<file path="src/rtl/paddle_position_ctrl_if.sv">
// Mouse-update, frame-timing and paddle-state signals shared between the
// paddle position controller and its driver.
interface paddle_position_ctrl_if;
    logic       enable;
    logic       paddle_dir;
    logic [7:0] paddle_speed;
    logic       error_flag;
    logic       new_output_flag;
    logic       frame_tick;
    logic [9:0] paddle_y;
    logic       moving;
    logic       update_done;
    logic [7:0] error_count;

    modport master (
        output enable, paddle_dir, paddle_speed, error_flag, new_output_flag, frame_tick,
        input  paddle_y, moving, update_done, error_count
    );

    modport slave (
        input  enable, paddle_dir, paddle_speed, error_flag, new_output_flag, frame_tick,
        output paddle_y, moving, update_done, error_count
    );
endinterface

</file>
<file path="src/rtl/paddle_position_ctrl.sv">
// Accumulates decoded mouse motion between frames and applies it to the
// paddle top-edge Y coordinate once per frame, clamped to the playfield.
module paddle_position_ctrl #(
    parameter int SCREEN_HEIGHT = 480,
    parameter int PADDLE_HEIGHT = 64,
    parameter int Y_INIT        = 208,
    parameter int SPEED_SHIFT   = 1,
    parameter int MAX_STEP      = 16,
    parameter int ACC_LIMIT     = 255
) (
    input  logic                    clk_25MHz,
    input  logic                    reset,
    paddle_position_ctrl_if.slave   bus
);
    localparam logic signed [11:0] ACC_MAX    = 12'(ACC_LIMIT);
    localparam logic signed [11:0] ACC_MIN    = -12'(ACC_LIMIT);
    localparam logic signed [12:0] Y_MAX      = 13'(SCREEN_HEIGHT - PADDLE_HEIGHT);
    localparam logic [7:0]         MAX_STEP_8 = 8'(MAX_STEP);
    localparam logic [9:0]         Y_INIT_10  = 10'(Y_INIT);

    typedef enum logic {ACCUM, APPLY} state_t;

    state_t             state_q, state_d;
    logic               flag_q, flag_d;
    logic signed [11:0] acc_q, acc_d;
    logic [9:0]         paddle_y_q, paddle_y_d;
    logic               moving_q, moving_d;
    logic [7:0]         error_count_q, error_count_d;

    logic               pkt_evt;
    logic [7:0]         shifted;
    logic [7:0]         step;
    logic signed [11:0] delta;
    logic signed [11:0] sum;
    logic signed [11:0] acc_sat;
    logic signed [12:0] y_sum;

    always_comb begin
        state_d       = ACCUM;
        flag_d        = bus.new_output_flag;
        acc_d         = acc_q;
        paddle_y_d    = paddle_y_q;
        moving_d      = moving_q;
        error_count_d = error_count_q;
        delta         = '0;
        y_sum         = '0;

        pkt_evt = bus.new_output_flag && !flag_q;
        shifted = bus.paddle_speed >> SPEED_SHIFT;
        step    = (shifted > MAX_STEP_8) ? MAX_STEP_8 : shifted;

        if (pkt_evt && bus.enable && !bus.error_flag) begin
            delta = bus.paddle_dir ? -$signed({4'b0000, step}) : $signed({4'b0000, step});
        end

        sum = acc_q + delta;
        if (sum > ACC_MAX) begin
            acc_sat = ACC_MAX;
        end else if (sum < ACC_MIN) begin
            acc_sat = ACC_MIN;
        end else begin
            acc_sat = sum;
        end

        if (pkt_evt && bus.enable && bus.error_flag && (error_count_q != '1)) begin
            error_count_d = error_count_q + 8'd1;
        end

        // While disabled acc is pinned at 0 so nothing leaks into the next frame.
        if (!bus.enable) begin
            acc_d = '0;
            if (bus.frame_tick) begin
                moving_d = 1'b0;
            end
        end else if (bus.frame_tick) begin
            y_sum = $signed({3'b000, paddle_y_q}) + $signed({acc_sat[11], acc_sat});
            if (y_sum < 0) begin
                paddle_y_d = '0;
            end else if (y_sum > Y_MAX) begin
                paddle_y_d = Y_MAX[9:0];
            end else begin
                paddle_y_d = y_sum[9:0];
            end
            moving_d = (acc_sat != 0);
            acc_d    = '0;
        end else begin
            acc_d = acc_sat;
        end

        if (bus.frame_tick) begin
            state_d = APPLY;
        end
    end

    always_ff @(posedge clk_25MHz or negedge reset) begin
        if (!reset) begin
            state_q       <= ACCUM;
            flag_q        <= 1'b0;
            acc_q         <= '0;
            paddle_y_q    <= Y_INIT_10;
            moving_q      <= 1'b0;
            error_count_q <= '0;
        end else begin
            state_q       <= state_d;
            flag_q        <= flag_d;
            acc_q         <= acc_d;
            paddle_y_q    <= paddle_y_d;
            moving_q      <= moving_d;
            error_count_q <= error_count_d;
        end
    end

    assign bus.paddle_y    = paddle_y_q;
    assign bus.moving      = moving_q;
    assign bus.update_done = (state_q == APPLY);
    assign bus.error_count = error_count_q;
endmodule

</file>
<file path="src/flat_wrapper.sv">
// flat-port wrapper written by rule: the top's interface ports become plain ports
module paddle_position_ctrl_flat 
#(
    parameter int SCREEN_HEIGHT = 480,
    parameter int PADDLE_HEIGHT = 64,
    parameter int Y_INIT        = 208,
    parameter int SPEED_SHIFT   = 1,
    parameter int MAX_STEP      = 16,
    parameter int ACC_LIMIT     = 255
)
  (clk_25MHz, reset, bus_enable, bus_paddle_dir, bus_paddle_speed, bus_error_flag, bus_new_output_flag, bus_frame_tick, bus_paddle_y, bus_moving, bus_update_done, bus_error_count);
  paddle_position_ctrl_if bus_i ();
  input  logic clk_25MHz;
  input  logic reset;
  input wire logic [$bits(bus_i.enable)-1:0] bus_enable;
  input wire logic [$bits(bus_i.paddle_dir)-1:0] bus_paddle_dir;
  input wire logic [$bits(bus_i.paddle_speed)-1:0] bus_paddle_speed;
  input wire logic [$bits(bus_i.error_flag)-1:0] bus_error_flag;
  input wire logic [$bits(bus_i.new_output_flag)-1:0] bus_new_output_flag;
  input wire logic [$bits(bus_i.frame_tick)-1:0] bus_frame_tick;
  output wire logic [$bits(bus_i.paddle_y)-1:0] bus_paddle_y;
  output wire logic [$bits(bus_i.moving)-1:0] bus_moving;
  output wire logic [$bits(bus_i.update_done)-1:0] bus_update_done;
  output wire logic [$bits(bus_i.error_count)-1:0] bus_error_count;
  assign bus_i.enable = bus_enable;
  assign bus_i.paddle_dir = bus_paddle_dir;
  assign bus_i.paddle_speed = bus_paddle_speed;
  assign bus_i.error_flag = bus_error_flag;
  assign bus_i.new_output_flag = bus_new_output_flag;
  assign bus_i.frame_tick = bus_frame_tick;
  assign bus_paddle_y = bus_i.paddle_y;
  assign bus_moving = bus_i.moving;
  assign bus_update_done = bus_i.update_done;
  assign bus_error_count = bus_i.error_count;
  paddle_position_ctrl #(.SCREEN_HEIGHT(SCREEN_HEIGHT), .PADDLE_HEIGHT(PADDLE_HEIGHT), .Y_INIT(Y_INIT), .SPEED_SHIFT(SPEED_SHIFT), .MAX_STEP(MAX_STEP), .ACC_LIMIT(ACC_LIMIT)) u_core (.clk_25MHz(clk_25MHz), .reset(reset), .bus(bus_i));
endmodule
</file>
<file path="config.mk">
export PLATFORM = sky130hd
export DESIGN_NAME = paddle_position_ctrl_flat
export DESIGN_NICKNAME = d
export VERILOG_FILES = /design/src/rtl/paddle_position_ctrl_if.sv /design/src/rtl/paddle_position_ctrl.sv /design/src/flat_wrapper.sv
export SDC_FILE = /design/constraint.sdc
export NUM_CORES = 1
export LEC_CHECK = 0
export BUFFER_PORTS_ARGS = -buffer_cell sky130_fd_sc_hd__buf_2
export CORE_ASPECT_RATIO = 0.7
export CORE_UTILIZATION = 60
export DETAILED_ROUTE_END_ITERATION = 7
export PLACE_DENSITY = 0.82
export SYNTH_ARGS = -nofsm -noshare
export SYNTH_HDL_FRONTEND = slang
export SYNTH_SLANG_ARGS = --single-unit
</file>
<file path="constraint.sdc">
create_clock -name clk_25MHz -period 8.5 [get_ports clk_25MHz]
set_input_delay 0.425 -clock clk_25MHz [delete_from_list [all_inputs] [get_ports clk_25MHz]]
set_output_delay 0.425 -clock clk_25MHz [all_outputs]
set_load 0.05 [all_outputs]
</file>
* Word level (Yosys, flattened, before mapping)
Index checks and enable logic that the tools add are counted.
Storage, ports and cells: input port bits 15, word-level logic and storage cells 38, register bits 33, output and inout port bits 20
Cells by class: equality and inequality tests 1, magnitude comparators 5, reduce and logical (&&, ||, !) cells 9, muxes and demuxes 13, add/subtract/negate cells 4
Operators by type and width (count):
- two-way mux 12 bit | 6
- nonzero test 32 bit | 1
- two-way mux 10 bit | 2
- adder 11 x 12 -> 13 bit | 1
- greater-than comparator 13 x 10 -> 1 bit (second input constant) | 1
- less-than comparator 13 x 1 -> 1 bit (second input constant) | 1
- adder 12 bit | 1
- greater-than comparator 12 x 9 -> 1 bit (second input constant) | 1
- less-than comparator 12 x 9 -> 1 bit (second input constant) | 1
- negator 8 -> 12 bit | 1
- adder 8 x 1 -> 8 bit (second input constant) | 1
- inequality test 8 bit (second input constant) | 1
- greater-than comparator 7 x 5 -> 1 bit (second input constant) | 1
- two-way mux 7 bit | 1
- logical AND 1 bit | 5
- two-way mux 1 bit | 4
- logical NOT 1 bit | 2
- AND reduction 2 bit | 1

* Longest topological paths before layout
Gate-level depths: netlist (run 1).
depth after elaboration 13, gate-level depth with buffers 29, mapped depth without buffers 28

* Least setup slack after synthesis (run 1)
OpenSTA, ideal clock, no wires.
path type in2reg, start point in bus_paddle_speed[7], end point reg u_core.paddle_y_q[7], in the netlist u_core.bus.paddle_y[7], slack 2.122 ns, buffers on the path 1, required time 8.440 ns, setup time 0.060 ns, stages 28, arrival time 6.318 ns, path through nor3_1 -> clkbuf_1 -> nand2_1 -> ha_1 -> nand2b_1 -> xnor2_1 -> nor2_1 -> ha_1 -> a211oi_2 -> o21bai_1 -> a2111oi_0 -> nor2_1 -> xnor2_1 -> nor3_1 -> nand3_1 -> ha_1 -> inv_1 -> a21oi_1 -> inv_1 -> ha_1 -> a211oi_1 -> o21ai_0 -> a211oi_1 -> o31ai_1 -> a211oi_1 -> nor2_1 -> o211ai_1 -> o221a_2
Between the ends: word-level cells in the longest chain between the ends 13, elaborated cells on any way between the ends 15, those cells by class add/sub (3); order compare (5); mux (7)
RTL lines:
- start: declaration | line flat_wrapper.sv:17 | input wire logic [$bits(bus_i.paddle_speed)-1:0] bus_paddle_speed;
- greater-than comparator 7 x 5 -> 1 bit | line paddle_position_ctrl.sv:50 | step = (shifted > MAX_STEP_8) ? MAX_STEP_8 : shifted;
- two-way mux 7 bit * | line paddle_position_ctrl.sv:50
- negator 8 -> 12 bit | line paddle_position_ctrl.sv:53 | delta = bus.paddle_dir ? -$signed({4'b0000, step}) : $signed({4'b0000, step});
- two-way mux 12 bit * | line paddle_position_ctrl.sv:53
- two-way mux 12 bit * | line paddle_position_ctrl.sv:52 | if (pkt_evt && bus.enable && !bus.error_flag) begin
- adder 12 bit * | line paddle_position_ctrl.sv:56 | sum = acc_q + delta;
- less-than comparator 12 x 9 -> 1 bit | line paddle_position_ctrl.sv:59 | end else if (sum < ACC_MIN) begin
- two-way mux 12 bit | line paddle_position_ctrl.sv:59
- two-way mux 12 bit * | line paddle_position_ctrl.sv:57 | if (sum > ACC_MAX) begin
- adder 11 x 12 -> 13 bit * | line paddle_position_ctrl.sv:76 | y_sum = $signed({3'b000, paddle_y_q}) + $signed({acc_sat[11], acc_sat});
- greater-than comparator 13 x 10 -> 1 bit | line paddle_position_ctrl.sv:79 | end else if (y_sum > Y_MAX) begin
- two-way mux 10 bit | line paddle_position_ctrl.sv:79
- two-way mux 10 bit * | line paddle_position_ctrl.sv:77 | if (y_sum < 0) begin
- end signal: assignment | line paddle_position_ctrl.sv:107 | paddle_y_q <= paddle_y_d;
- end: declaration | line paddle_position_ctrl.sv:26 | logic [9:0] paddle_y_q, paddle_y_d;
Mark *: on every way between the ends. The rest lies on a longest branch, timed or not. A chain may end at the register's enable or synchronous reset.

* Worst setup path after layout (run 1)
Ends and elaborated chain as after synthesis.

==> results of run 1 <==
## metrics by stage
step	total power [mW]	cell area, um^2	hold WS (ns)
finish	0.761	3070	0.180
global placement	0.584	2960	0.462
detailed placement	0.600	2960	0.491
CTS	0.755	3070	0.207
global route	0.803	3070	0.247
floorplan	0.513	2760	0.129
## worst min-delay path by stage
stage / from / to / slack (ns) / depth (start not counted)
floorplan: reset / u_core.acc_q[0]$_DFF_PN0_ / 0.13 / 0
global placement: u_core.bus.paddle_y[6]$_DFFE_PN1P_ / u_core.bus.paddle_y[6]$_DFFE_PN1P_ / 0.46 / 2
detailed placement: u_core.bus.error_count[7]$_DFFE_PN0P_ / u_core.bus.error_count[7]$_DFFE_PN0P_ / 0.49 / 1
CTS: reset / u_core.bus.paddle_y[8]$_DFFE_PN0P_ / 0.21 / 1
global route: reset / u_core.acc_q[11]$_DFF_PN0_ / 0.25 / 1
finish: reset / u_core.acc_q[11]$_DFF_PN0_ / 0.18 / 1
## flip-flops by register name, indices dropped and copies added, names as in the netlist
signal and flops:
u_core.bus.paddle_y 10, u_core.bus.update_done 1, u_core.flag_q 1, u_core.acc_q 12, u_core.bus.moving 1, u_core.bus.error_count 8
## final cells by class
type / instances / area share [%]
Multi-Input combinational cell: 263 / 59.8
Sequential cell: 33 / 27.0
Timing Repair Buffer: 34 / 5.62
Clock buffer: 7 / 2.81
Tap cell: 55 / 2.24
Inverter: 13 / 1.59
Clock inverter: 1 / 0.977
## power groups by stage
stage | Clock [mW] | Combinational (mW) | Sequential (mW)
floorplan | 0 | 0.208 | 0.305
global placement | 0 | 0.367 | 0.217
detailed placement | 0 | 0.382 | 0.218
CTS | 0.155 | 0.384 | 0.216
global route | 0.163 | 0.418 | 0.221
finish | 0.154 | 0.390 | 0.217
## logic make-up after synthesis
kind of cell / share of synthesized area, %
AOI/OAI and AO/OA: 23.8
xor gates and xnor gates: 8.89
muxes: 0.952
DFF: 30.1
adders and majority gates: 12.3
and+or+nand+nor: 20.6
buffers and inverters: 3.35
## worst register-to-register path: cells and delay by family, from the launching register on
kind / cells / cell delay [ns]
flops: 1 / 0.35
xor+xnor: 1 / 0.24
compound gates: 11 / 3.43
fa+ha+maj: 4 / 1.40
simple gates: 6 / 1.08
buf+inv: 2 / 0.27
## cells in the final DEF, fill, tap and decap left out, types with 2 or more instances in the layout
master / n
o211a_1: 2
nor3_1: 7
buf_2: 33
nor4_1: 2
a2111oi_0: 2
a21o_1: 5
inv_1: 13
nand4_1: 4
nand3b_1: 2
and3_1: 3
nand2b_1: 7
nor2b_1: 9
fa_1: 2
a311oi_1: 5
nand3_1: 8
nand2_1: 29
a211oi_1: 6
a21oi_1: 20
o21ai_0: 22
o211ai_1: 3
o31ai_1: 3
o21bai_1: 3
dfrtp_1: 30
o21a_1: 3
and2_1: 3
dfstp_2: 3
clkbuf_8: 6
nor2_1: 34
xor2_1: 13
xnor2_1: 15
o22ai_1: 4
o221ai_1: 2
ha_1: 24
o221a_2: 2
## per-layer routing
layer / vias to the layer above / track usage [%]
li1: 1223 / -
met1: 1243 / 41.8
met2: 80 / 46.5
met3: 7 / 5.61
met4: 0 / 7.64
met5: - / 0
==> impl_metrics.py, run 1 <==
metrics = {
    "setup_path": {
        "crit_fanout": 12,
        "crit_path_start": "bus_paddle_speed[7]",
        "crit_required_ns": 8.74,
        "r2r-start": "u_core.flag_q$_DFF_PN0_",
        "cp_top_family": "compound AO/OA/AOI/OAI gates",
        "start_kind": "input port",
        "endpoint": "u_core.bus.paddle_y[7]$_DFFE_PN1P_",
        "r2r_slack_ns": 1.70,
        "crit_cells": 29,
        "cp_common_cell": "ha_1",
        "endpoint_kind": "flop",
        "slowest_delay_ns": 0.60,
        "crit_type": "in2reg",
        "r2r_end": "u_core.bus.paddle_y[7]$_DFFE_PN1P_",
        "cp.arrival_ns": 7.36,
        "crit_slowest_cell": "a2111oi_0",
        "worst-path-buf-inv": 4,
        "reg2regPathDepth": 24,
    },
    "die": {
        "ios": 35,
        "start_util_pct": 63.0,
        "fp-row-count": 20,
        "fp.coreArea_um2": 4380,
        "die_w_um": 83.1,
        "die_y_um": 58.7,
        "dieArea_um2": 4880,
    },
    "final_layout": {
        "multi_input_area_um2": 1840,
        "areaGrowthSynthToFinish_pct": 11.4,
        "finalNonFillerCells": 406,
        "post-route-util_pct": 70.2,
        "drive_gt1_share_pct": 16.2,
        "fin_nets": 391,
        "n_antenna_cell": 0,
        "nFillCells": 353,
        "regArea_um2": 830,
    },
    "timing": {
        "fin_ws_ns": 1.38,
        "min_period_ns": 7.12,
        "rsz0062_at_grt": "no",
        "setup_tns_ns": 0,
        "slew_viol_final": 0,
        "fin_crit_sh_pct": 83.8,
        "clock_skew_ns": 0.0121,
        "fmax_mhz": 140,
        "finalSetupViolCount": 0,
        "worst_slew_pin_slew_ns": 0.717,
        "max-slew-margin-rel_pct": 52.2,
        "hold_viol": 0,
    },
    "placed_design": {
        "finalWeightedCongestion": 0.940,
        "hpwlAfterDp_mm": 5.19,
        "pre_cts_ws_ns": 1.32,
        "place_inst": 398,
        "port_buffers": 33,
    },
    "logic_synthesis": {
        "synth_area_um2": 2760,
        "syn_avg_cell_area_um2": 8.68,
        "netlist_instances": 318,
        "yosys_warnings": 0,
        "synth_area_leaders": "dfrtp_1 (27%), ha_1 (11%), xnor2_1 (4.8%)",
        "synth.distinct_cells": 56,
        "synth-seq-cells": 33,
        "ys.flop_type": "dfrtp_1",
        "synth_common_cells": "nor2_1 (34), dfrtp_1 (30), nand2_1 (29), ha_1 (24), o21ai_0 (22)",
        "synth.largest_area_cell": "dfrtp_1",
        "synth_edf_count": 0,
        "yosysMostFrequentCell": "nor2_1",
        "synth_fp_nets": 359,
        "netlist.area_leader.share_pct": 27.2,
        "yosysSeqAreaShare_pct": 30.1,
        "synth-async-reset-ratio_pct": 100,
    },
    "routing": {
        "ant_nets": 0,
        "highest_layer": "met4",
        "viasPerCell": 6.29,
        "met3_wirelength_um": 466,
        "wl_met1_mm": 3.24,
        "drc": 0,
        "drtIter0Drc": 200,
        "firstDrtPassIters": 4,
        "wl_per_cell_um": 16.5,
        "routed-via-count": 2553,
        "drt_wl_total_mm": 6.68,
        "met2_length_mm": 2.91,
    },
    "power": {
        "power.switching_uw": 346,
        "p_clk_share_pct": 20.2,
        "sw_frac_of_total_pct": 45.5,
        "power.share.sequential_pct": 28.6,
        "cellLeakagePower_nw": 1.44,
        "ir_drop_uv": 227,
        "internal_power_uw": 414,
        "p_per_area_nw_per_um2": 247,
        "combPwrFrac_pct": 51.2,
    },
    "global_routing": {
        "grt_pass1_vias": 2430,
        "grt_pass1_wl_mm": 11.3,
        "grt_overflow": 0,
        "grt_max_degree": 34,
        "grt_use_total_pct": 29.3,
        "antenna_found_initial": 0,
    },
    "clock_tree": {
        "root_buffer": "clkbuf_8",
        "cts_htree_levels": 2,
        "path_clk_slew_ns": 0.08,
        "clk_latency_ns": 0.29,
        "postCtsSetupRepairBufs": 0,
        "cts_tree": "done",
        "max-clock-path-buffers": 2,
        "postCtsHoldBufs": 0,
        "numCtsBuffers": 5,
        "cts.sink_count": 33,
        "postCtsResizedCells": 0,
    },
    "run": {
        "maxCapViolCount": 0,
    },
    "outcome": {
        "status": "completed",
    },
    "min_path": {
        "min_path_type": "in2async",
    },
}
(Power assumes the default switching activity.)
==> inputs of run 2 (changes only) <==
Settings changed: CORE_UTILIZATION 60 to 53, PLACE_DENSITY 0.82 to 0.77.
Clock period 8.5 ns to 6.55 ns, I/O delays scaled along.
==> impl_metrics.py, run 2 (synthesis gave the netlist of run 1 again) <==
metrics = {
    "outcome": {
        "status": "completed",
    },
    "final_layout": {
        "finalNonFillerCells": 429,
        "drive_gt1_share_pct": 21.4,
        "post-route-util_pct": 65.6,
        "largest_register": "u_core.acc_q",
        "multi_input_area_um2": 1880,
        "fin_nets": 400,
        "areaGrowthSynthToFinish_pct": 16.1,
        "final_area_um2": 3210,
        "n_antenna_cell": 0,
        "final_cell_mix": "nor2_1 (33), buf_2 (33), dfrtp_1 (30), nand2_1 (29), ha_1 (24)",
        "largest_reg_flops": 12,
        "regArea_um2": 830,
        "nFillCells": 435,
    },
    "setup_path": {
        "crit_fanout": 7,
        "crit_type": "in2reg",
        "crit_slowest_cell": "fa_1",
        "cp_common_cell": "ha_1",
        "r2r_slack_ns": 0.51,
        "start_kind": "input port",
        "cp.arrival_ns": 6.35,
        "reg2regPathDepth": 27,
        "slowest_delay_ns": 0.40,
        "crit_required_ns": 6.77,
        "r2r-start": "u_core.flag_q$_DFF_PN0_",
        "endpoint_kind": "flop",
        "r2r_end": "u_core.bus.paddle_y[5]$_DFFE_PN0P_",
    },
    "global_routing": {
        "grt_overflow": 0,
        "grt_pass1_wl_mm": 11.1,
        "grt_use_total_pct": 25.9,
        "grt_pass1_vias": 2348,
        "antenna_found_initial": 0,
        "grt_max_degree": 34,
    },
    "clock_tree": {
        "postCtsHoldBufs": 0,
        "path_clk_slew_ns": 0.07,
        "root_buffer": "clkbuf_8",
        "max-clock-path-buffers": 2,
        "clk_latency_ns": 0.29,
        "cts_htree_levels": 2,
        "cts_tree": "done",
        "cts.sink_count": 33,
        "numCtsBuffers": 5,
    },
    "timing": {
        "hold_viol": 0,
        "fin_hold_ws_ns": 0.107,
        "worst_slew_pin_slew_ns": 0.740,
        "slew_viol_final": 0,
        "fin_ws_ns": 0.429,
        "fmax_mhz": 163,
        "min_period_ns": 6.12,
        "clock_skew_ns": 0.00886,
        "finalSetupViolCount": 0,
        "max-slew-margin-rel_pct": 50.7,
        "fin_crit_sh_pct": 93.4,
        "setup_tns_ns": 0,
    },
    "die": {
        "dieArea_um2": 5500,
        "die_y_um": 62.4,
        "fp-row-count": 21,
        "fp.coreArea_um2": 4890,
        "ios": 35,
        "die_w_um": 88.3,
        "start_util_pct": 56.5,
    },
    "placed_design": {
        "hpwlAfterDp_mm": 5.20,
        "place_inst": 420,
        "finalWeightedCongestion": 0.870,
        "port_buffers": 33,
        "pre_cts_ws_ns": 0.0592,
        "placed_area_um2": 3040,
    },
    "power": {
        "cellLeakagePower_nw": 1.48,
        "ir_drop_uv": 260,
        "p_total_uw": 999,
        "p_per_area_nw_per_um2": 312,
    },
    "routing": {
        "drtIter0Drc": 189,
        "ant_nets": 0,
        "routed-via-count": 2517,
        "wl_per_cell_um": 15.2,
        "firstDrtPassIters": 4,
        "drt_wl_total_mm": 6.51,
        "viasPerCell": 5.87,
        "drc": 0,
    },
    "min_path": {
        "min_path_type": "in2async",
    },
    "run": {
        "maxCapViolCount": 0,
    },
}
==> run 2: cell count changes in the layout (fill, tap and decap cells not counted), moves of 2 or more <==
cell and delta:
a211oi_1 -2, a211oi_2 +2, a21oi_1 -3, a21oi_2 +3, buf_4 +9, o31ai_1 -2
o31ai_2 +2
==> run 2: worst max path at each step <==
stage	from	endpoint	slack [ns]	cells after the start
after floorplan	bus_paddle_speed[7]	u_core.bus.paddle_y[7]$_DFFE_PN1P_	0.27	28
after global placement	bus_paddle_speed[7]	u_core.bus.paddle_y[5]$_DFFE_PN0P_	0.16	30
after detailed placement	bus_paddle_speed[7]	u_core.bus.paddle_y[2]$_DFFE_PN0P_	0.06	30
after CTS	bus_paddle_speed[7]	u_core.bus.paddle_y[5]$_DFFE_PN0P_	0.31	30
after global routing	bus_paddle_speed[7]	u_core.bus.paddle_y[5]$_DFFE_PN0P_	-0.01	31
final	bus_paddle_speed[7]	u_core.bus.paddle_y[5]$_DFFE_PN0P_	0.43	32
==> run 2: power breakdown <==
group          switching, mW  internal (mW)  total (mW)
sequential            0.0343          0.246       0.280
combinational          0.339          0.181       0.520
clock                 0.0750          0.124       0.199
total                  0.449          0.550       0.999
==> run 2: area by class of cell <==
class	count	area share [%]
Timing Repair Buffer	43	7.49
Clock buffer	6	2.58
Tap cell	69	2.69
Sequential cell	33	25.9
Multi-Input combinational cell	263	58.7
Clock inverter	2	1.17
Inverter	13	1.52
==> run 2: repair_timing <==
action,in CTS,in global routing
endpoints found under the setup margin,0,9
resized for setup,0,12
setup buffers,0,1
==> run 2: metal layers <==
| metal | GRT usage (%) | up-vias | share of wire (%) |
|---|---|---|---|
| met5 | 0 | - | 0 |
| met4 | 5.65 | 0 | 0.58 |
| met3 | 5.15 | 4 | 6.6 |
| met2 | 36.5 | 74 | 44 |
| met1 | 40.4 | 1193 | 49 |
| li1 | - | 1246 | - |
==> run 2: critical path: cells and delay by family <==
family,cells,cell delay [ns]
buffers and inverters,5,0.69
adders and majority gates,5,1.62
and+or+nand+nor,9,1.17
xor gates and xnor gates,1,0.15
AOI/OAI and AO/OA,12,2.42
==> inputs of run 3 (changes only) <==
Settings changed: CORE_UTILIZATION 53 to 35, HOLD_SLACK_MARGIN from default to 0.05, PLACE_DENSITY 0.77 to default, RECOVER_POWER from default to 25.
==> impl_metrics.py, run 3 (synthesis gave the netlist of run 1 again) <==
metrics = {
    "outcome": {
        "status": "finished, violations left",
        "violations": "capacitance limit, slew limit",
    },
    "power": {
        "power.share.sequential_pct": 28.9,
        "sw_frac_of_total_pct": 47.0,
        "p_clk_share_pct": 17.1,
        "power.switching_uw": 458,
        "cellLeakagePower_nw": 1.48,
        "combPwrFrac_pct": 54.1,
        "ir_drop_uv": 238,
        "p_per_area_nw_per_um2": 301,
        "internal_power_uw": 516,
    },
    "setup_path": {
        "cp_top_family": "compound AO/OA/AOI/OAI gates",
        "endpoint_kind": "flop",
        "start_kind": "input port",
        "crit_slowest_cell": "fa_1",
        "crit_type": "in2reg",
        "worst-path-buf-inv": 5,
        "slowest_delay_ns": 0.47,
        "crit_required_ns": 6.78,
        "r2r_slack_ns": 0.68,
        "cp.arrival_ns": 6.39,
        "crit_fanout": 7,
    },
    "clock_tree": {
        "path_clk_slew_ns": 0.07,
        "clk_latency_ns": 0.29,
        "root_buffer": "clkbuf_8",
        "cts_htree_levels": 2,
        "numCtsBuffers": 5,
        "postCtsSetupRepairBufs": 0,
        "postCtsHoldBufs": 0,
        "cts_tree": "done",
        "cts.sink_count": 33,
        "max-clock-path-buffers": 2,
    },
    "routing": {
        "routed-via-count": 2483,
        "drt_wl_total_mm": 6.78,
        "highest_layer": "met4",
        "met2_length_mm": 2.68,
        "viasPerCell": 5.37,
        "drc": 0,
        "wl_met1_mm": 3.73,
        "met3_wirelength_um": 336,
        "ant_nets": 0,
        "drtIter0Drc": 129,
        "wl_per_cell_um": 14.7,
        "firstDrtPassIters": 4,
    },
    "die": {
        "ios": 35,
        "dieArea_um2": 8250,
        "start_util_pct": 37.1,
        "fp.coreArea_um2": 7450,
        "fp-row-count": 26,
        "die_y_um": 76.3,
        "die_w_um": 108,
    },
    "timing": {
        "hold_viol": 0,
        "min_period_ns": 6.16,
        "worst_slew_pin_slew_ns": 1.76,
        "finalSetupViolCount": 0,
        "slew_viol_final": 34,
        "max-slew-margin-rel_pct": -17.0,
        "fmax_mhz": 162,
        "clock_skew_ns": 0.00267,
        "setup_tns_ns": 0,
        "fin_ws_ns": 0.388,
        "fin_hold_ws_ns": 0.174,
        "fin_crit_sh_pct": 94.1,
    },
    "final_layout": {
        "areaGrowthSynthToFinish_pct": 17.1,
        "largest_register": "u_core.acc_q",
        "post-route-util_pct": 43.4,
        "n_antenna_cell": 0,
        "fin_nets": 404,
        "final_common_cell": "nor2_1",
        "drive_gt1_share_pct": 20.3,
        "final_area_um2": 3230,
        "final_cell_mix": "nor2_1 (34), buf_2 (30), dfrtp_1 (30), nand2_1 (29), ha_1 (24)",
        "largest_reg_flops": 12,
    },
    "placed_design": {
        "finalWeightedCongestion": 0.894,
        "placed_area_um2": 3110,
        "port_buffers": 33,
        "pre_cts_ws_ns": 0.0507,
        "hpwlAfterDp_mm": 5.45,
    },
    "global_routing": {
        "grt_overflow": 0,
        "antenna_found_initial": 0,
        "grt_max_degree": 34,
        "grt_use_total_pct": 17.2,
        "grt_pass1_wl_mm": 11.1,
        "grt_pass1_vias": 2258,
    },
    "run": {
        "maxCapViolCount": 1,
    },
    "min_path": {
        "min_path_type": "in2reg",
    },
}
==> run 3: cell types whose count changed in the layout (fill, tap and decap cells not counted), moves of 2 or more <==
cell,previous run,this run
a21oi_2,3,1
buf_2,33,30
clkbuf_1,0,3
buf_4,10,14
a21oi_1,17,19
==> run 3: routing by layer <==
| metal | global-route usage, % | vias to the layer above |
|---|---|---|
| met5 | 0 | - |
| li1 | - | 1249 |
| met1 | 28.3 | 1166 |
| met2 | 22.5 | 62 |
| met4 | 2.88 | 0 |
| met3 | 3.59 | 6 |
==> run 3: path summary, 6_finish.rpt <==
check | from | end | depth (start not counted)
worst max-delay path | bus_paddle_speed[7] | u_core.bus.paddle_y[5]$_DFFE_PN0P_ | 29
worst min-delay path | bus_new_output_flag | u_core.flag_q$_DFF_PN0_ | 1
worst max register to register | u_core.flag_q$_DFF_PN0_ | u_core.bus.paddle_y[5]$_DFFE_PN0P_ | 25
worst min register to register | u_core.bus.paddle_y[6]$_DFFE_PN1P_ | u_core.bus.paddle_y[6]$_DFFE_PN1P_ | 2
max in group asynchronous | reset | u_core.bus.paddle_y[3]$_DFFE_PN0P_ | 1
min in group asynchronous | reset | u_core.bus.paddle_y[8]$_DFFE_PN0P_ | 1
==> run 3: power groups by stage <==
stage,clock network (mW),registers [mW],logic [mW]
after detailed placement,0,0.284,0.508
after floorplan,0,0.396,0.270
after global routing,0.182,0.287,0.575
final,0.166,0.281,0.527
after CTS,0.171,0.282,0.510
after global placement,0,0.285,0.503
==> run 3: layout make-up <==
type / instances / area, um^2
Fill cell: 731 / 4220
Sequential cell: 33 / 830
Inverter: 13 / 48.8
Clock buffer: 6 / 82.6
Timing Repair Buffer: 47 / 267
Clock inverter: 2 / 13.8
Multi-Input combinational cell: 263 / 1870
Tap cell: 98 / 123
==> run 3: timing repair <==
action                                  CTS  global route
resized for setup                         0             7
endpoints found under the setup margin    0             9
endpoints found under the hold margin     0             0
==> run 3: metrics by stage <==
stage / instances / power, mW
6_report: 462 / 0.974
5_1_grt: 462 / 1.04
3_3_place_gp: 454 / 0.788
2_1_floorplan: 318 / 0.666
3_5_place_dp: 454 / 0.793
4_1_cts: 462 / 0.963
